### src/rtl/apb_arb_pkg.sv
// Shared types and constants for the APB master arbiter slice.
// Holds the bus widths, the FSM state encoding and the read data returned on a timeout.
package apb_arb_pkg;

  localparam int APB_AW = 32;
  localparam int APB_DW = 32;

  localparam logic [APB_DW-1:0] ERR_RDATA = 32'hDEADBEEF;

  typedef enum logic [1:0] {
    IDLE,
    SETUP,
    ACCESS
  } apb_state_e;

endpackage

### src/rtl/rr_arbiter.sv
// Combinational round-robin picker: grants the first requester at or after ptr, cyclically.
// The pointer register lives in the parent.
module rr_arbiter #(
  parameter int NREQ = 2,
  parameter int IW   = $clog2(NREQ)
) (
  input  logic [NREQ-1:0] req,
  input  logic [IW-1:0]   ptr,
  input  logic            en,
  output logic [NREQ-1:0] gnt,
  output logic [IW-1:0]   idx
);

  int          cand;
  logic [IW-1:0] candIdx;
  logic        found;

  always_comb begin
    gnt     = '0;
    idx     = '0;
    found   = 1'b0;
    cand    = 0;
    candIdx = '0;
    for (int k = 0; k < NREQ; k++) begin
      cand    = (int'(ptr) + k) % NREQ;
      candIdx = IW'(cand);
      if (en && !found && req[candIdx]) begin
        found        = 1'b1;
        gnt[candIdx] = 1'b1;
        idx          = candIdx;
      end
    end
  end

endmodule

### src/rtl/apb_master_arbiter.sv
// Round-robin sharing of one APB3 master port between NREQ requesters.
// Each transfer runs SETUP then ACCESS, honours PREADY wait states and ends in error after TIMEOUT stalled cycles.
module apb_master_arbiter
  import apb_arb_pkg::*;
#(
  parameter int NREQ    = 2,
  parameter int TIMEOUT = 16
) (
  input  logic                   PCLK,
  input  logic                   PRESETn,
  input  logic [NREQ-1:0]        req_valid,
  input  logic [NREQ-1:0]        req_write,
  input  logic [NREQ*APB_AW-1:0] req_addr,
  input  logic [NREQ*APB_DW-1:0] req_wdata,
  output logic [NREQ-1:0]        req_ready,
  output logic [NREQ-1:0]        rsp_valid,
  output logic [APB_DW-1:0]      rsp_rdata,
  output logic                   rsp_err,
  output logic                   PSEL,
  output logic                   PENABLE,
  output logic                   PWRITE,
  output logic [APB_AW-1:0]      PADDR,
  output logic [APB_DW-1:0]      PWDATA,
  input  logic [APB_DW-1:0]      PRDATA,
  input  logic                   PREADY
);

  localparam int IW = $clog2(NREQ);
  localparam int CW = (TIMEOUT > 1) ? $clog2(TIMEOUT) : 1;

  apb_state_e        state_q;
  logic [IW-1:0]     ptr_q;
  logic [IW-1:0]     grantIdx_q;
  logic [CW-1:0]     timeoutCnt_q;
  logic              psel_q;
  logic              penable_q;
  logic              pwrite_q;
  logic [APB_AW-1:0] paddr_q;
  logic [APB_DW-1:0] pwdata_q;
  logic [NREQ-1:0]   rspValid_q;
  logic [APB_DW-1:0] rspRdata_q;
  logic              rspErr_q;

  logic [NREQ-1:0]   gnt;
  logic [IW-1:0]     gntIdx;
  logic              arbEn;
  logic [IW-1:0]     ptr_d;
  logic [NREQ-1:0]   rspOneHot_d;

  // Gating with PRESETn keeps req_ready low while reset is asserted.
  assign arbEn = (state_q == IDLE) && PRESETn;

  rr_arbiter #(
    .NREQ(NREQ),
    .IW  (IW)
  ) u_rr (
    .req(req_valid),
    .ptr(ptr_q),
    .en (arbEn),
    .gnt(gnt),
    .idx(gntIdx)
  );

  assign ptr_d = (gntIdx == IW'(NREQ - 1)) ? '0 : gntIdx + 1'b1;

  always_comb begin
    rspOneHot_d             = '0;
    rspOneHot_d[grantIdx_q] = 1'b1;
  end

  always_ff @(posedge PCLK or negedge PRESETn) begin
    if (!PRESETn) begin
      state_q      <= IDLE;
      ptr_q        <= '0;
      grantIdx_q   <= '0;
      timeoutCnt_q <= '0;
      psel_q       <= 1'b0;
      penable_q    <= 1'b0;
      pwrite_q     <= 1'b0;
      paddr_q      <= '0;
      pwdata_q     <= '0;
      rspValid_q   <= '0;
      rspRdata_q   <= '0;
      rspErr_q     <= 1'b0;
    end else begin
      rspValid_q <= '0;
      case (state_q)
        IDLE: begin
          if (|gnt) begin
            grantIdx_q <= gntIdx;
            paddr_q    <= req_addr[gntIdx*APB_AW +: APB_AW];
            pwdata_q   <= req_wdata[gntIdx*APB_DW +: APB_DW];
            pwrite_q   <= req_write[gntIdx];
            ptr_q      <= ptr_d;
            psel_q     <= 1'b1;
            penable_q  <= 1'b0;
            state_q    <= SETUP;
          end
        end
        SETUP: begin
          penable_q    <= 1'b1;
          timeoutCnt_q <= '0;
          state_q      <= ACCESS;
        end
        ACCESS: begin
          // PREADY is checked first so a ready on the last allowed cycle still completes normally.
          if (PREADY) begin
            rspValid_q <= rspOneHot_d;
            rspRdata_q <= pwrite_q ? '0 : PRDATA;
            rspErr_q   <= 1'b0;
            psel_q     <= 1'b0;
            penable_q  <= 1'b0;
            state_q    <= IDLE;
          end else if (timeoutCnt_q == CW'(TIMEOUT - 1)) begin
            rspValid_q <= rspOneHot_d;
            rspRdata_q <= ERR_RDATA;
            rspErr_q   <= 1'b1;
            psel_q     <= 1'b0;
            penable_q  <= 1'b0;
            state_q    <= IDLE;
          end else begin
            timeoutCnt_q <= timeoutCnt_q + 1'b1;
          end
        end
        default: begin
          psel_q    <= 1'b0;
          penable_q <= 1'b0;
          state_q   <= IDLE;
        end
      endcase
    end
  end

  assign req_ready = gnt;
  assign rsp_valid = rspValid_q;
  assign rsp_rdata = rspRdata_q;
  assign rsp_err   = rspErr_q;
  assign PSEL      = psel_q;
  assign PENABLE   = penable_q;
  assign PWRITE    = pwrite_q;
  assign PADDR     = paddr_q;
  assign PWDATA    = pwdata_q;

endmodule

### config.mk
export PLATFORM = sky130hd
export DESIGN_NAME = apb_master_arbiter
export DESIGN_NICKNAME = d
export VERILOG_FILES = /design/src/rtl/apb_arb_pkg.sv /design/src/rtl/rr_arbiter.sv /design/src/rtl/apb_master_arbiter.sv
export SDC_FILE = /design/constraint.sdc
export NUM_CORES = 1
export LEC_CHECK = 0
export BUFFER_PORTS_ARGS = -buffer_cell sky130_fd_sc_hd__buf_4
export CAP_MARGIN = 20
export CORE_MARGIN = 2
export CORE_UTILIZATION = 23
export CTS_CLUSTER_SIZE = 16
export DETAILED_ROUTE_END_ITERATION = 8
export SLEW_MARGIN = 5
export SYNTH_ARGS = -nofsm -noshare
export SYNTH_HDL_FRONTEND = slang
export SYNTH_SLANG_ARGS = --single-unit
### constraint.sdc
create_clock -name PCLK -period 3.65 [get_ports PCLK]
set_input_delay 0.73 -clock PCLK [delete_from_list [all_inputs] [get_ports PCLK]]
set_output_delay 0.73 -clock PCLK [all_outputs]
set_load 0.05 [all_outputs]
# Word level (Yosys, flattened, before mapping)
# Index checks and enable logic that the tools add are counted.
[totals]
ff_bits = 110
elab_cells = 89
[op_classes]
shift = 2
eq_ne = 7
bitwise_logic = 2
add_sub_neg = 3
order_cmp = 7
muxes = 39
n_reduce_logical = 17
[op_table]
columns = ["cell", "n"]
rows = [
  ["64-bit by 7-bit indexed part select with 32-bit output", 2],
  ["32-bit 2-to-1 mux", 3],
  ["1-bit 2-to-1 mux", 19],
  ["2-bit 2-to-1 mux", 8],
  ["1-bit by 2-bit < comparator with 1-bit output (second input constant)", 4],
  ["4-bit 2-to-1 mux", 2],
  ["4-bit one-hot mux with 2 select lines", 1],
  ["1-bit logical AND", 7],
  ["1-bit one-hot mux with 3 select lines", 2],
  ["2-bit one-hot mux with 3 select lines", 1],
  ["2-bit AND reduction", 3],
  ["3-bit AND reduction", 2],
  ["4-bit by 1-bit adder with 4-bit output (second input constant)", 1],
  ["4-bit == test (second input constant)", 1],
  ["2-bit != test (second input constant)", 2],
  ["2-bit nonzero test", 2],
  ["1-bit demux with 1-bit select", 3],
  ["1-bit >= comparator (second input constant)", 3],
  ["3-bit != test (second input constant)", 1],
  ["1-bit adder (second input constant)", 2],
  ["2-bit by 1-bit == test with 1-bit output (second input constant)", 1],
  ["2-bit == test (second input constant)", 1],
  ["2-bit zero test", 1],
  ["2-bit by 1-bit != test with 1-bit output (second input constant)", 1],
  ["other kinds (4)", 4],
]

# Depth between registers and ports, before layout
[depth]
depth_word = 11
depth_mapped = 6

# By module
# A second synthesis with hierarchy kept.
[unflattened]
cells_unflattened = 368
area_unflattened_um2 = 5122.4
[modules_own_cells]
columns = ["mod", "area_per_inst_um2", "n_inst", "cells_per_inst", "seq_area_each_um2"]
rows = [
  ["apb_master_arbiter", 5096.1, 1, 362, 2727.6],
  ["rr_arbiter", 26.3, 1, 6, 0.0],
]

# Worst setup path before layout
# Ideal clock, no wire load.
[synth_timing]
path_type = "input to output"
start = "in req_valid[0]"
end = "out req_ready[0]"
stages = 4
arrival_ns = 1.614
setup_slack_ns = 1.306
n_path_buf = 1
cell_sequence = "a21boi_0 -> clkbuf_1 -> nand2_1 -> inv_1"
[synth_via]
elab_chain_cells = 8
word_cells_on_any_way = 12
cone_classes = "7 x mux; 1 x bitwise; 4 x reduce/logical"
[synth_lines]
columns = ["item", "line_no", "rtl"]
rows = [
  ["from (decl)", "apb_master_arbiter.sv:11", "input logic [NREQ-1:0] req_valid,"],
  ["1-bit 2-to-1 mux (not written as such) (2 in series)", "rr_arbiter.sv:27", "if (en && !found && req[candIdx]) begin"],
  ["1-bit logical AND", "rr_arbiter.sv:27", ""],
  ["1-bit 2-to-1 mux", "rr_arbiter.sv:27", ""],
  ["1-bit zero test", "rr_arbiter.sv:27", ""],
  ["1-bit logical AND (2 in series)", "rr_arbiter.sv:27", ""],
  ["2-bit 2-to-1 mux (*)", "rr_arbiter.sv:27", ""],
  ["to (decl)", "apb_master_arbiter.sv:15", "output logic [NREQ-1:0] req_ready,"],
]
# Mark *: on every way between the ends. The rest lies on a longest branch, timed or not. The select of a mux whose other input is x is not followed.

==> out/summary.txt <==
Outcome: complete, no violations
Vias in the first global route: 4388
Post-Syn Instances: 370
Count of cells along the worst register-to-register path: 4
Worst setup timing slack at the placement stage: 1.28 ns
Share of the clock period used by the worst path after layout: 66.5%
Core box area: 19700 um2
Hold Violations, Final: 0
Clock-pin slew of the registers on the worst-case setup and hold paths: 0.07 ns
Num CTS Buffers: 9
Start-to-end type of the worst setup path: reg2out
# port buffers: 270
Post-CTS Setup Repair Bufs: 0
Placer congestion estimate: 0.790
Count of different cell masters after synthesis: 30
Compound-cell area share of the yosys netlist: 22.3%
Number of pins with negative max-slew slack in the final report: 0
Post-route setup TNS: 0 ns
Setup repair after global routing missed its margin: false
Required time of the critical path: 2.92 ns
Final core occ: 36.6%
Post-cts resize count: 0
Combinational family with the most area after synthesis: compound AO/OA/AOI/OAI gates
Global-route usage over all layers: 13.8%
Minimum clock period after layout: 2.43 ns
# diodes: 0
Wire length of the first global-routing pass: 23500 um
Worst Setup End Kind: output pin
CTS Root Cell: sky130_fd_sc_hd__clkbuf_16
HPWL reported at the end of detailed placement: 11000 um
Maximum number of pins on one net before global-route repair: 68
Critical Path End: req_ready[1]
Initial antenna violation count: 0
Min-delay src: grantIdx_q
Worst Max-Slew Pin Slew: 1.01 ns
Yosys top cell area share: 58.8%
Hold bufs inserted after CTS: 0
PwrDens: 970 nW/um2
FMAX: 412 MHz
Cell area after synthesis: 4640 um2
List of most frequent post-synthesis cells: sky130_fd_sc_hd__dfrtp_1 (109), sky130_fd_sc_hd__and3_1 (67), sky130_fd_sc_hd__a221o_1 (65)
Via-per-instance ratio: 4.64
Cell types with the largest area share after synthesis: sky130_fd_sc_hd__dfrtp_1 (59%), sky130_fd_sc_hd__a221o_1 (14%), sky130_fd_sc_hd__and3_1 (9.0%), sky130_fd_sc_hd__o22a_1 (4.5%), sky130_fd_sc_hd__nor2b_1 (3.6%)
Overall overflow remaining after global route: 0
Static Leakage: 3.67 nW
Number of core rows: 51
Number of sinks handled by clock tree synthesis: 109
Effective utilization at floorplan: 23.6%
Simple-gate share of the synthesized area: 14.5%
Data arrival time of the critical path: 1.70 ns
Syn Nets: 538
Layout overhead on the synthesized area: 55.0%
CTS tree: yes
Worst IR drop on VDD: 0.000431 V
Die Footprint: 21300 um2
Die height: 146 um
Maximum capacitance violations: 0
Number of failing setup endpoints in the final timing report: 0
Detailed-route via count: 4147
Final WS setup: 1.22 ns
Worst reg2reg startpoint: PENABLE
Synth Register Bits: 109
Slew margin rel.: 32.7%
Clock tree buffer depth: 2
Post-synthesis xor/xnor area fraction: 0%
Startpoint of the worst setup timing path: PENABLE
Setup crit start kind: register
Top-count cell post-synth: sky130_fd_sc_hd__dfrtp_1
I/O pin cnt: 271
Adder and majority gate portion of the synthesized area: 0.270%
Primary FF master, synth: sky130_fd_sc_hd__dfrtp_1
Post-synthesis cell type with the largest combined area: sky130_fd_sc_hd__dfrtp_1
Die width: 146 um
Share of async-settable or async-resettable flops after synthesis: 100%
First DRT Iteration DRCs: 152
Synthesized area per cell: 12.5 um2
Routed Wire Length: 14800 um
H-tree Lvls: 3
Path category of the worst min-delay check: reg2reg
Number of design rule violations left after detail routing: 0
Insertion delay to the later sink of the worst-skew pair: 0.35 ns
End of the worst register-to-register path: PWDATA[5]
Pre-Repair DR Iteration Count: 5
Post-synthesis sequential area ratio: 58.8%
Worst Path Max Fanout: 7
Number of synthesized flops with an enable pin: 0
Setup slack on the worst flop-to-flop path: 1.57 ns
Final setup skew: 0.00976 ns
Nets: 793
Ratio of cells with drive above 1 in the final layout: 47.4%
Mux share of post-synthesis cell area: 0.216%
Count of synthesis-stage warnings from yosys: 0
Routed wirelength normalized by instance count: 16.6 um
Remaining antenna violation count: 0
==> per-stage QoR <==
step                cells  cell area [um2]  hold WS [ns]  total power [mW]
floorplan             370             4640         0.418              4.76
global placement      879             6920         0.458              6.07
detailed placement    879             6920         0.480              6.11
CTS                   894             7190         0.491              7.05
global route          894             7190         0.497              7.29
finish                894             7190         0.478              6.97
==> routing by layer <==
layer / share of wire [%] / global-route usage, % / vias up
met2: 47 / 22.5 / 193
li1: - / - / 1955
met5: 0 / 0 / -
met3: 7.8 / 3.92 / 15
met1: 44 / 17.5 / 1984
met4: 1.7 / 5.29 / 0
==> cell usage in the layout (no fill, tap or decap), drive strengths merged <==
master | netlist | layout
o21ai | 4 | 4
a221o | 65 | 65
clkinvlp | 0 | 3
and3 | 67 | 67
o31ai | 1 | 1
o22a | 24 | 24
a21oi | 1 | 1
nand2b | 3 | 3
o311ai | 1 | 1
o21a | 1 | 1
nand2 | 4 | 4
a31oi | 1 | 1
nand3b | 1 | 1
clkbuf | 20 | 12
a21boi | 1 | 1
nor3b | 1 | 1
a31o | 1 | 1
nor2 | 4 | 4
a21o | 2 | 2
a22o | 8 | 8
ha | 1 | 1
mux2i | 1 | 1
dfrtp | 109 | 109
nor2b | 27 | 27
buf | 15 | 279
o211ai | 2 | 2
inv | 3 | 3
nand3 | 2 | 2
==> layout make-up <==
class / count / area (um2)
fillers: 1953 / 12500
flip-flops and latches: 109 / 2730
repair buffers: 279 / 2090
multi-input cells: 223 / 1750
well taps: 265 / 332
clock buffers: 12 / 246
clock inverters: 3 / 22.5
inverters: 3 / 11.3
==> flip-flops by register name, summed over array words and instances, names as in the netlist <==
name	count
PADDR	32
PWDATA	32
rsp_rdata	32
timeoutCnt_q	4
rsp_valid	2
PENABLE	1
PSEL	1
PWRITE	1
grantIdx_q	1
ptr_q	1
rsp_err	1
state_q	1
==> worst min-delay path by stage <==
stage	to	slack (ns)	cells past startpoint
2_1_floorplan	rsp_valid[0]	0.42	1
3_3_place_gp	rsp_valid[0]	0.46	1
3_5_place_dp	rsp_valid[0]	0.48	1
4_1_cts	rsp_valid[0]	0.49	1
5_1_grt	rsp_valid[0]	0.50	1
6_report	rsp_valid[0]	0.48	1
==> critical path, cell delays in order, from the launching register on <==
cell	delay (ns)
sky130_fd_sc_hd__dfrtp_1	0.47
sky130_fd_sc_hd__nor3b_4	0.40
sky130_fd_sc_hd__and3_2	0.27
sky130_fd_sc_hd__buf_4	0.20
==> cells by family (layout without fill, tap and decap cells) <==
| kind of cell | after synthesis | after routing |
|---|---|---|
| simple gates | 109 | 109 |
| flops | 109 | 109 |
| buf+inv | 38 | 297 |
| mux | 1 | 1 |
| fa+ha+maj | 1 | 1 |
| compound gates | 112 | 112 |
==> power breakdown <==
group / internal, mW / switching, mW / total [mW]
sequential: 1.76 / 0.377 / 2.14
clock: 0.479 / 0.426 / 0.904
combinational: 1.31 / 2.61 / 3.93
Note: power is estimated with default switching activity, not from simulation.
